**config.mk**
```make
export PLATFORM = sky130hd
export DESIGN_NAME = fetch_decode_pipe
export DESIGN_NICKNAME = d
export VERILOG_FILES = /design/src/rtl/fetch_decode_pipe.sv
export SDC_FILE = /design/constraint.sdc
export NUM_CORES = 1
export LEC_CHECK = 0
export CAP_MARGIN = 30
export CORE_MARGIN = 5
export CORE_UTILIZATION = 45
export CTS_BUF_LIST = sky130_fd_sc_hd__clkbuf_16
export DETAILED_ROUTE_END_ITERATION = 10
export MAX_ROUTING_LAYER = met4
export PLACE_DENSITY = 0.83
export SETUP_SLACK_MARGIN = 0.05
export SLEW_MARGIN = 20
export SYNTH_ARGS = -nofsm -noshare
export SYNTH_HDL_FRONTEND = slang
export SYNTH_SLANG_ARGS = --single-unit
```
**constraint.sdc**
```tcl
create_clock -name clk -period 5.5 [get_ports clk]
set_clock_uncertainty 0.05 [all_clocks]
set_input_delay 1.1 -clock clk [delete_from_list [all_inputs] [get_ports clk]]
set_output_delay 1.1 -clock clk [all_outputs]
set_load 0.02 [all_outputs]
```
**src/rtl/fetch_decode_pipe.sv**
```systemverilog
// Front end of the 5-stage MIPS core: PC register, IF/ID and ID/EX pipeline
// registers. Applies the hazard unit's stall/flush requests and branch/jump
// redirects with fixed priority. Debug counters track stall and flush events.
module fetch_decode_pipe #(
  parameter logic [31:0] RESET_PC = 32'h0000_0000,
  parameter int          CTRL_W   = 12,
  parameter int          CNT_W    = 16
) (
  input  logic              clk,
  input  logic              reset,
  input  logic              stallF,
  input  logic              stallD,
  input  logic              flushE,
  input  logic              pcsrcD,
  input  logic              jumpD,
  input  logic [31:0]       pcbranchD,
  input  logic [31:0]       pcjumpD,
  input  logic [31:0]       instrF,
  input  logic [CTRL_W-1:0] ctrlD,
  output logic [31:0]       pcF,
  output logic [31:0]       instrD,
  output logic [31:0]       pcplus4D,
  output logic              validD,
  output logic [CTRL_W-1:0] ctrlE,
  output logic [4:0]        rsE,
  output logic [4:0]        rtE,
  output logic [4:0]        rdE,
  output logic [31:0]       pcplus4E,
  output logic              validE,
  output logic [CNT_W-1:0]  stall_cnt,
  output logic [CNT_W-1:0]  flush_cnt,
  output logic              protocol_err
);

  // Fetch stage
  logic [31:0]       pc_q, pc_d;
  // IF/ID register
  logic [31:0]       instr_d_q, instr_d_d;
  logic [31:0]       pcp4_d_q, pcp4_d_d;
  logic              valid_d_q, valid_d_d;
  // ID/EX register
  logic [CTRL_W-1:0] ctrl_e_q, ctrl_e_d;
  logic [4:0]        rs_e_q, rs_e_d;
  logic [4:0]        rt_e_q, rt_e_d;
  logic [4:0]        rd_e_q, rd_e_d;
  logic [31:0]       pcp4_e_q, pcp4_e_d;
  logic              valid_e_q, valid_e_d;
  // Debug state
  logic [CNT_W-1:0]  stall_cnt_q, stall_cnt_d;
  logic [CNT_W-1:0]  flush_cnt_q, flush_cnt_d;
  logic              perr_q, perr_d;

  logic              redirect;
  logic [31:0]       pc_plus4;

  // A branch/jump in D is only acted on once D is allowed to advance; while
  // D is stalled its operands may still be in flight.
  assign redirect = (jumpD | pcsrcD) & ~stallD;
  assign pc_plus4 = pc_q + 32'd4;

  // Next-state selection for all pipeline and debug registers.
  always_comb begin
    // NOTE: every target gets a default (hold or natural next value) before
    // any branch, so no path leaves a signal unassigned and no latch appears.
    pc_d        = pc_plus4;
    instr_d_d   = instr_d_q;
    pcp4_d_d    = pcp4_d_q;
    valid_d_d   = valid_d_q;
    ctrl_e_d    = ctrlD;
    rs_e_d      = instr_d_q[25:21];
    rt_e_d      = instr_d_q[20:16];
    rd_e_d      = instr_d_q[15:11];
    pcp4_e_d    = pcp4_d_q;
    valid_e_d   = valid_d_q;
    stall_cnt_d = stall_cnt_q + {{(CNT_W-1){1'b0}}, stallD};
    flush_cnt_d = flush_cnt_q + {{(CNT_W-1){1'b0}}, redirect};
    perr_d      = perr_q | (stallF ^ stallD);

    // PC: hold beats jump, jump beats branch, branch beats sequential.
    if (stallF) begin
      pc_d = pc_q;
    end else if (jumpD && !stallD) begin
      pc_d = pcjumpD;
    end else if (pcsrcD && !stallD) begin
      pc_d = pcbranchD;
    end

    // IF/ID: hold on stall, squash the wrong-path fetch on redirect (no delay
    // slot), otherwise capture the fetched word.
    if (!stallD) begin
      if (redirect) begin
        instr_d_d = 32'h0;
        pcp4_d_d  = 32'h0;
        valid_d_d = 1'b0;
      end else begin
        instr_d_d = instrF;
        pcp4_d_d  = pc_plus4;
        valid_d_d = 1'b1;
      end
    end

    // ID/EX: no hold path; a stalled D stage relies on flushE for a bubble.
    if (flushE) begin
      ctrl_e_d  = '0;
      rs_e_d    = 5'd0;
      rt_e_d    = 5'd0;
      rd_e_d    = 5'd0;
      pcp4_e_d  = 32'h0;
      valid_e_d = 1'b0;
    end
  end

  // State registers with synchronous reset that overrides every other input.
  always_ff @(posedge clk) begin
    // NOTE: sequential state uses non-blocking assignments so all registers
    // update together from values sampled at the same edge.
    if (reset) begin
      pc_q        <= RESET_PC;
      instr_d_q   <= 32'h0;
      pcp4_d_q    <= 32'h0;
      valid_d_q   <= 1'b0;
      ctrl_e_q    <= '0;
      rs_e_q      <= 5'd0;
      rt_e_q      <= 5'd0;
      rd_e_q      <= 5'd0;
      pcp4_e_q    <= 32'h0;
      valid_e_q   <= 1'b0;
      stall_cnt_q <= '0;
      flush_cnt_q <= '0;
      perr_q      <= 1'b0;
    end else begin
      pc_q        <= pc_d;
      instr_d_q   <= instr_d_d;
      pcp4_d_q    <= pcp4_d_d;
      valid_d_q   <= valid_d_d;
      ctrl_e_q    <= ctrl_e_d;
      rs_e_q      <= rs_e_d;
      rt_e_q      <= rt_e_d;
      rd_e_q      <= rd_e_d;
      pcp4_e_q    <= pcp4_e_d;
      valid_e_q   <= valid_e_d;
      stall_cnt_q <= stall_cnt_d;
      flush_cnt_q <= flush_cnt_d;
      perr_q      <= perr_d;
    end
  end

  assign pcF          = pc_q;
  assign instrD       = instr_d_q;
  assign pcplus4D     = pcp4_d_q;
  assign validD       = valid_d_q;
  assign ctrlE        = ctrl_e_q;
  assign rsE          = rs_e_q;
  assign rtE          = rt_e_q;
  assign rdE          = rd_e_q;
  assign pcplus4E     = pcp4_e_q;
  assign validE       = valid_e_q;
  assign stall_cnt    = stall_cnt_q;
  assign flush_cnt    = flush_cnt_q;
  assign protocol_err = perr_q;

endmodule

```
==> results_dict.tcl, run 1 <==
set metrics [dict create \
    outcome "finished, final reports clean" \
    ys.flop_type "dfxtp_1" \
    grt_pass1_wl_mm 38.75 \
    p_leak_uw 0.004121 \
    wirelength_mm 25.11 \
    drtIter0Drc 505 \
    r2r_slack_ns 2.67 \
    hold_violations 0 \
    setup_tns_ns 0 \
    startpoint_type "input port" \
    dp_cells 1321 \
    arrival_ns 4.05 \
    die_w_um 139.8 \
    yosysTopAreaCell "dfxtp_1" \
    ant_nets 0 \
    globalRouteOverflowTotal 0 \
    vias_per_cell 5.515 \
    coreArea_um2 16580 \
    power.density_nw_per_um2 274.6 \
    synth-seq-cells 190 \
    cpMaxStageDelayCell "clkdlybuf4s50_1" \
    nets 1240 \
    fmax_ghz 0.2621 \
    cts.sinks 190 \
    worstMarginPinSlew_ns 0.8664 \
    grt_max_degree 68 \
    hold_end "protocol_err$_SDFF_PP0_" \
    maxCapViolations 0 \
    path_delay_family "buffers and inverters" \
    io_pins 305 \
    multi_input_area_um2 3508 \
    max_slew_margin_pct 41.71 \
    vias 7473 \
    async_flop_share_pct 0 \
    start_util_pct 45.73 \
    hold_class "flip-flop to flip-flop" \
    synth_top_area_share_pct 50.16 \
    syn_avg_cell_area_um2 8.996 \
    yosysUniqueCellTypes 61 \
    avgRoutedWirePerCell_um 18.53 \
    drcViolationCount 0 \
    cts_resized 0 \
    path_cells "clkdlybuf4s50_1 > nor2b_2 > buf_4 > nor2_1 > buf_4 > inv_2 > ha_1 > inv_1 > nor4_1 > nand3_1 > xor2_1 > nor2_1" \
    antenna_found_initial 2 \
    dp_hpwl_mm 18.14 \
    cts_root_buf "clkbuf_16" \
    total_power_uw 3129 \
    worst_path_largest_cell_delay_ns 0.74 \
    syn_area_um2 7584 \
    placed_cell_area_um2 10760 \
    num_rows 47 \
    setup_viol 0 \
    die_area_um2 19550 \
    post-route-period-util_pct 69.37 \
    ir_worst_vdd_uv 208.6 \
    final_area_um2 11400 \
    cp_max_fo 29 \
    cts_buffers 17 \
    ys_warn_count 0 \
    rr_startpoint "pcF[5]$_SDFFE_PP0N_" \
    first_global_vias 7183 \
    place_congestion 0.9662 \
    grt_setup_unrepaired "no" \
    synth_area_leaders "dfxtp_1, nor2_1, and2_1" \
    whs_ns 0.4233 \
    slew_violations 0 \
    post_cts_buffers 0 \
    clockBufferDepth 2 \
    synth_nets 963 \
    end_kind "flip-flop" \
    cts_tree "yes" \
    period_minus_slack_ns 3.815 \
    critPathKind "input port to flip-flop" \
    clk_pin_slew_worst_paths_ns 0.07 \
    synth_cells 843 \
    reg2reg_depth 5 \
    io_buffer_count 304 \
    h-tree-depth 4 \
    cp_data_required_time_ns 5.73 \
    drive_gt1_share_pct 5.207 \
    r2r_end "pcplus4D[26]$_SDFFE_PP0N_" \
    syn_to_final_growth_pct 50.29 \
    drt-pass1-iter-count 6 \
    cp_num_buf_inv 5 \
    hp-start "protocol_err$_SDFF_PP0_" \
    synth-edff-count 0 \
    cts_hold_buf 0 \
    track_usage_pct 25.34 \
    die_h_um 139.8 \
    synth-seq-area-share_pct 50.16 \
    fillers 1307 \
    worstSkewPairLatency_ns 0.43 \
    regArea_um2 3804 \
    hold_depth 2 \
    final_cells 1355 \
]
## Yosys cell counts, drive strengths merged (2+ instances only)
| cell type | instances |
|---|---|
| ha | 5 |
| and4 | 4 |
| and3 | 10 |
| nand2b | 2 |
| and2 | 62 |
| a221oi | 7 |
| nand2 | 59 |
| o211a | 2 |
| dfxtp | 190 |
| nand4 | 13 |
| o21a | 2 |
| buf | 11 |
| xor2 | 27 |
| a211oi | 6 |
| nand3 | 22 |
| mux2i | 2 |
| nor4 | 9 |
| a22oi | 47 |
| a22o | 4 |
| o221ai | 4 |
| nor3 | 14 |
| a21o | 9 |
| or4 | 5 |
| o211ai | 3 |
| a21boi | 2 |
| inv | 17 |
| or3 | 8 |
| o21ai | 34 |
| o221a | 2 |
| o22ai | 8 |
| xnor2 | 25 |
| o32ai | 3 |
| clkbuf | 45 |
| a311oi | 4 |
| nor2 | 112 |
| o31ai | 2 |
| a31oi | 6 |
| nor2b | 7 |
| a221o | 2 |
| nand4b | 2 |
| a21oi | 37 |
## power breakdown
group / switching, uW / internal [uW] / leakage, uW / total, uW
Clock: 563 / 733 / 0.000309 / 1300
Sequential: 42.0 / 1410 / 0.00154 / 1450
Combinational: 192 / 189 / 0.00227 / 381
Total: 797 / 2330 / 0.00412 / 3130
## tightest hold or removal path: stages, from the launching register on
cell	delay, ns
dfxtp_1	0.33
nor2_1	0.04
nor2_1	0.07
## cell families (layout without fill, tap and decap cells)
logic type / count (synthesis) / in the layout / synth area share (%)
AO/OA/AOI/OAI: 190 / 190 / 17.04
multiplexers: 2 / 2 / 0.2640
other: 0 / 2 / 0
flip-flops: 190 / 190 / 50.16
XOR/XNOR: 52 / 52 / 6.006
adder cells (fa/ha/maj): 5 / 5 / 0.8249
buffers and inverters: 74 / 364 / 3.778
AND/OR/NAND/NOR: 330 / 330 / 21.93
## through the flow
step | utilization (%) | worst slack [ns]
2_1_floorplan | - | 2.387
3_3_place_gp | 64.89 | 1.404
3_5_place_dp | 64.89 | 1.267
4_1_cts | 68.70 | 1.716
5_1_grt | 68.73 | 1.407
6_report | 68.73 | 1.685
## metal layers
layer / part of all wire [%] / GRT usage (%) / routed length (um) / vias to the layer above
met2: 47 / 40.74 / 11860 / 422
met5: 0 / - / 0 / -
met3: 9.9 / 6.484 / 2475 / 68
met1: 40 / 30.94 / 10010 / 3470
li1: - / - / - / 3513
met4: 3.0 / 9.026 / 765 / 0
## state kept, by name, summed over array words and instances, names as in the netlist
signal / count
flush_cnt: 16
protocol_err: 1
pcplus4D: 32
ctrlE: 12
instrD: 32
validD: 1
rtE: 5
pcF: 32
rsE: 5
stall_cnt: 16
rdE: 5
pcplus4E: 32
validE: 1
## worst max-delay path by stage
stage	from	endpoint	slack, ns	depth (start not counted)
6_report	jumpD	flush_cnt[13]$_SDFF_PP0_	1.68	12
2_1_floorplan	stallD	flush_cnt[14]$_SDFF_PP0_	2.39	11
5_1_grt	jumpD	flush_cnt[13]$_SDFF_PP0_	1.41	12
3_3_place_gp	jumpD	flush_cnt[14]$_SDFF_PP0_	1.40	12
3_5_place_dp	jumpD	flush_cnt[13]$_SDFF_PP0_	1.27	12
4_1_cts	jumpD	flush_cnt[13]$_SDFF_PP0_	1.72	12
## layout by cell type (no fill, tap or decap), drive strengths merged, types with 17 or more instances in the layout
master / count
clkdlybuf4s50: 301
clkbuf: 17
a21oi: 37
nand2: 59
inv: 21
and2: 62
dfxtp: 190
a22oi: 47
xor2: 27
nand3: 22
nor2: 112
o21ai: 34
xnor2: 25
## layout make-up
| cell class | instances | area share (%) |
|---|---|---|
| Tap cell | 220 | 2.415 |
| Timing Repair Buffer | 314 | 27.25 |
| Inverter | 18 | 0.5928 |
| Sequential cell | 190 | 33.37 |
| Antenna cell | 2 | 0.04391 |
| Multi-Input combinational cell | 579 | 30.78 |
| Clock buffer | 17 | 3.733 |
| Clock inverter | 15 | 1.811 |
Note: power is estimated with default switching activity, not from simulation.
==> inputs of run 2 (changes only) <==
CORE_UTILIZATION = 39   (was 45)
PLACE_DENSITY = 0.76   (was 0.83)
clock period = 3.45 ns   (was 5.5 ns; I/O delays follow)
==> run 2 against run 1 <==
Highest routed layer unchanged. Via count decreased by 2.2%. Global-route usage decreased by 2.7 points. Combinational power increased by 60%. Core utilization decreased by 9.5 points. Sequential cell count unchanged. Worst setup slack got worse by 0.97 ns. Critical path type unchanged. Cell count increased by 3.8%. Non-clock buffer count increased by 7.
==> results_dict.tcl, run 2 (synthesis gave the netlist of run 1 again) <==
set metrics [dict create \
    layout_commonest_cell "clkdlybuf4s50_1" \
    worstSkewPairLatency_ns 0.43 \
    place_congestion 0.8345 \
    post_cts_buffers 0 \
    start_util_pct 39.22 \
    drtIter0Drc 543 \
    dp_hpwl_mm 18.79 \
    die_w_um 149.4 \
    first_global_vias 7004 \
    setup_tns_ns 0 \
    globalRouteOverflowTotal 0 \
    hold_violations 0 \
    arrival_ns 2.98 \
    power.density_nw_per_um2 423.7 \
    cp_max_fo 11 \
    startpoint_type "input port" \
    coreArea_um2 19330 \
    die_h_um 149.4 \
    clockBufferDepth 2 \
    cts_hold_buf 0 \
    num_rows 51 \
    slew_violations 0 \
    h-tree-depth 4 \
    outcome "finished, final reports clean" \
    cp_data_required_time_ns 3.70 \
    hold_class "flip-flop to flip-flop" \
    period_minus_slack_ns 2.732 \
    clk_pin_slew_worst_paths_ns 0.07 \
    placed_cell_area_um2 10870 \
    cts.sinks 190 \
    drcViolationCount 0 \
    io_buffer_count 304 \
    final_core_util_pct 59.20 \
    layout_common_cells "clkdlybuf4s50_1, dfxtp_1, nor2_1, and2_1, nand2_1" \
    cts_tree "yes" \
    drt-pass1-iter-count 5 \
    dp_cells 1373 \
    grt_max_degree 56 \
    io_pins 305 \
    antenna_found_initial 1 \
    maxCapViolations 0 \
    ant_nets 0 \
    grt_pass1_wl_mm 38.53 \
    worstMarginPinSlew_ns 0.7050 \
    avgRoutedWirePerCell_um 18.05 \
    wirelength_mm 25.39 \
    post-route-period-util_pct 79.20 \
    p_leak_uw 0.004121 \
    final_area_um2 11450 \
    drive_gt1_share_pct 5.877 \
    cts_resized 0 \
    cts_buffers 17 \
    die_area_um2 22330 \
    nets 1247 \
    setup_viol 0 \
    vias 7306 \
    fillers 1695 \
    syn_to_final_growth_pct 50.93 \
    end_kind "flip-flop" \
    fmax_ghz 0.3660 \
    vias_per_cell 5.196 \
    final_cells 1406 \
    cts_root_buf "clkbuf_16" \
    grt_setup_unrepaired "no" \
    critPathKind "input port to flip-flop" \
    ir_worst_vdd_uv 334.4 \
    max_slew_margin_pct 52.65 \
    track_usage_pct 22.63 \
]
## run 2: cell count changes in the layout (fill, tap and decap cells not counted), sizes merged
cell / before / now
buf: 13 / 20
diode: 2 / 1
bufinv: 3 / 0
inv: 21 / 25
clkinv: 9 / 5
clkinvlp: 0 / 3
## run 2: through the flow
step                      setup slack (ns)  hold WS (ns)  total power [uW]
after global placement              0.4068        0.4067              2967
after CTS                           0.7604        0.4257              4888
after detailed placement            0.3045        0.4096              2976
final                               0.7176        0.4206              4850
after global routing                0.5785        0.4511              5052
after floorplan                     0.7467        0.4811              2635
## run 2: worst paths after layout
| path | startpoint | to | slack [ns] | cells past startpoint |
|---|---|---|---|---|
| worst max-delay path | pcsrcD | flush_cnt[14]$_SDFF_PP0_ | 0.72 | 10 |
| worst max register to register | pcF[2]$_SDFFE_PP0N_ | pcF[30]$_SDFFE_PP0N_ | 0.87 | 6 |
| worst min register to register | pcplus4D[24]$_SDFFE_PP0N_ | pcplus4D[24]$_SDFFE_PP0N_ | 0.42 | 2 |
| worst min-delay path | pcplus4D[24]$_SDFFE_PP0N_ | pcplus4D[24]$_SDFFE_PP0N_ | 0.42 | 2 |
## run 2: area by class of cell
class                      instances  area (um2)  area share (%)
inverter                          18       67.56          0.5903
sequential                       190        3804           33.23
multi-input combinational        579        3508           30.65
antenna                            1       2.502         0.02186
tap                              265       331.6           2.897
timing repair buffer             321        3158           27.59
clock inverter                    15       148.9           1.301
clock buffer                      17       425.4           3.717
## run 2: per-layer routing
layer	part of all wire, %	vias to the layer above	GRT usage, %	wire [um]
li1	-	3516	-	-
met5	0	-	-	0
met1	41	3422	28.51	10410
met2	48	336	36.47	12280
met4	1.8	0	6.224	453
met3	8.8	32	5.603	2243
## run 2: power breakdown
group          internal, uW  total (uW)  switching (uW)  leakage [uW]
Combinational           305         610             305       0.00231
Sequential             2250        2320            67.5       0.00154
Clock                   964        1920             960      0.000274
## run 2: critical path, stage by stage
cell	delay [ns]
clkdlybuf4s50_1	0.62
nor2b_1	0.21
nor2_1	0.09
inv_2	0.20
ha_1	0.24
inv_1	0.08
nor4_1	0.46
nand4_1	0.17
xor2_1	0.17
nor2_1	0.05
==> inputs of run 3 (changes only) <==
clock period = 2.2 ns   (was 3.45 ns; I/O delays follow)
==> run 3 against run 2 <==
Total power up 62%. Die area unchanged. Register-to-register slack worse by 0.76 ns. Sequential power up 55%. Design area up 4.8%. Wire length up 0.89%. Count of clock-buffer cells in the layout unchanged. Worst setup slack worse by 0.61 ns. Sequential cell count unchanged. Combinational power up 74%. Critical path depth down 4. Global-route usage down 0.12 points. Largest power group unchanged.
==> results_dict.tcl, run 3 (synthesis gave the netlist of run 1 again) <==
set metrics [dict create \
    syn_to_final_growth_pct 58.19 \
    hold_violations 0 \
    cpMaxStageDelayCell "or4_4" \
    grt_max_degree 61 \
    cp_data_required_time_ns 2.53 \
    wirelength_mm 25.61 \
    ant_nets 0 \
    p_leak_uw 0.004445 \
    critPathKind "flip-flop to flip-flop" \
    setup_viol 0 \
    outcome "finished, final reports clean" \
    hold_class "input port to flip-flop" \
    cts_root_buf "clkbuf_16" \
    path_cells "ha_2 > nand3_1 > or4_4 > or4_4 > a21oi_1 > a21o_1" \
    first_global_vias 7302 \
    cp_max_fo 5 \
    io_buffer_count 304 \
    worstMarginPinSlew_ns 0.5647 \
    dp_cells 1425 \
    vias 7547 \
    die_h_um 149.4 \
    period_minus_slack_ns 2.088 \
    crit_path_frequent_cell "or4_4" \
    avgRoutedWirePerCell_um 17.53 \
    drtIter0Drc 595 \
    drive_gt1_share_pct 11.56 \
    end_kind "flip-flop" \
    fmax_ghz 0.4790 \
    coreArea_um2 19330 \
    globalRouteOverflowTotal 0 \
    cts.sinks 190 \
    drt-pass1-iter-count 5 \
    ir_worst_vdd_uv 552.6 \
    slew_violations 0 \
    worst_path_largest_cell_delay_ns 0.50 \
    max_slew_margin_pct 62.35 \
    dp_hpwl_mm 19.14 \
    dp_slack_ns -0.1445 \
    layout_commonest_cell "clkdlybuf4s50_1" \
    path_delay_family "simple AND/OR/NAND/NOR gates" \
    whs_ns 0.3659 \
    layout_common_cells "clkdlybuf4s50_1, dfxtp_1, nor2_1, buf_4, and2_1" \
    startpoint_type "flip-flop" \
    cp_num_buf_inv 0 \
    post-route-period-util_pct 94.90 \
    num_rows 51 \
    drcViolationCount 0 \
    die_area_um2 22330 \
    track_usage_pct 22.51 \
    maxCapViolations 0 \
    antenna_found_initial 1 \
    vias_per_cell 5.166 \
    final_cells 1461 \
    cts_buffers 17 \
    place_congestion 0.9192 \
    clk_pin_slew_worst_paths_ns 0.08 \
    io_pins 305 \
    worst_slack_ns 0.1121 \
    clockBufferDepth 2 \
    arrival_ns 2.42 \
    grt_setup_unrepaired "yes" \
    cts_tree "yes" \
    h-tree-depth 4 \
    die_w_um 149.4 \
    grt_pass1_wl_mm 38.62 \
    start_util_pct 39.22 \
    power.density_nw_per_um2 653.5 \
    worstSkewPairLatency_ns 0.43 \
    nets 1301 \
]
run 3: final timing paths:
| kind | start | end | slack, ns | depth (start not counted) |
|---|---|---|---|---|
| worst max-delay path | pcF[3]$_SDFFE_PP0N_ | pcplus4D[26]$_SDFFE_PP0N_ | 0.11 | 6 |
| worst min-delay path | reset | pcF[10]$_SDFFE_PP0N_ | 0.37 | 2 |
| worst max register to register | pcF[3]$_SDFFE_PP0N_ | pcplus4D[26]$_SDFFE_PP0N_ | 0.11 | 6 |
| worst min register to register | protocol_err$_SDFF_PP0_ | protocol_err$_SDFF_PP0_ | 0.43 | 2 |
run 3: metal layers:
metal  track usage, %  vias to the layer above  wire length [um]
met3            6.178                       59              2199
met1            27.27                     3500             10470
li1                 -                     3633                 -
met2            35.61                      355             12050
met4            9.245                        0               885
met5                -                        -                 0
run 3: final cells by class:
class	count	area, um2
antenna	2	5.005
clock buffer	17	425.4
clock inverter	15	201.4
fill	1647	7338
inverter	18	67.56
multi-input combinational	579	3555
sequential	190	3816
tap	265	331.6
timing repair buffer	375	3595
run 3: stage by stage:
stage               TNS [ns]  util [%]  instance area [um2]  total power [uW]
floorplan                  0         -                 7616              4137
global placement     -0.4786     58.51                11310              4727
detailed placement    -1.330     58.51                11310              4738
CTS                        0     61.76                11940              7891
global route               0     62.03                11990              8157
finish                     0     62.05                12000              7840
run 3: report_power, final:
part           internal, uW  switching [uW]  total (uW)
Sequential             3530            76.4        3600
Combinational           539             523        1060
Clock                  1570            1600        3170
Total                  5640            2200        7840
run 3: what timing repair did:
item	CTS	global route
endpoints found under the setup margin	0	14
hold buffers	0	0
buffers inserted	0	2
resized for setup	0	8
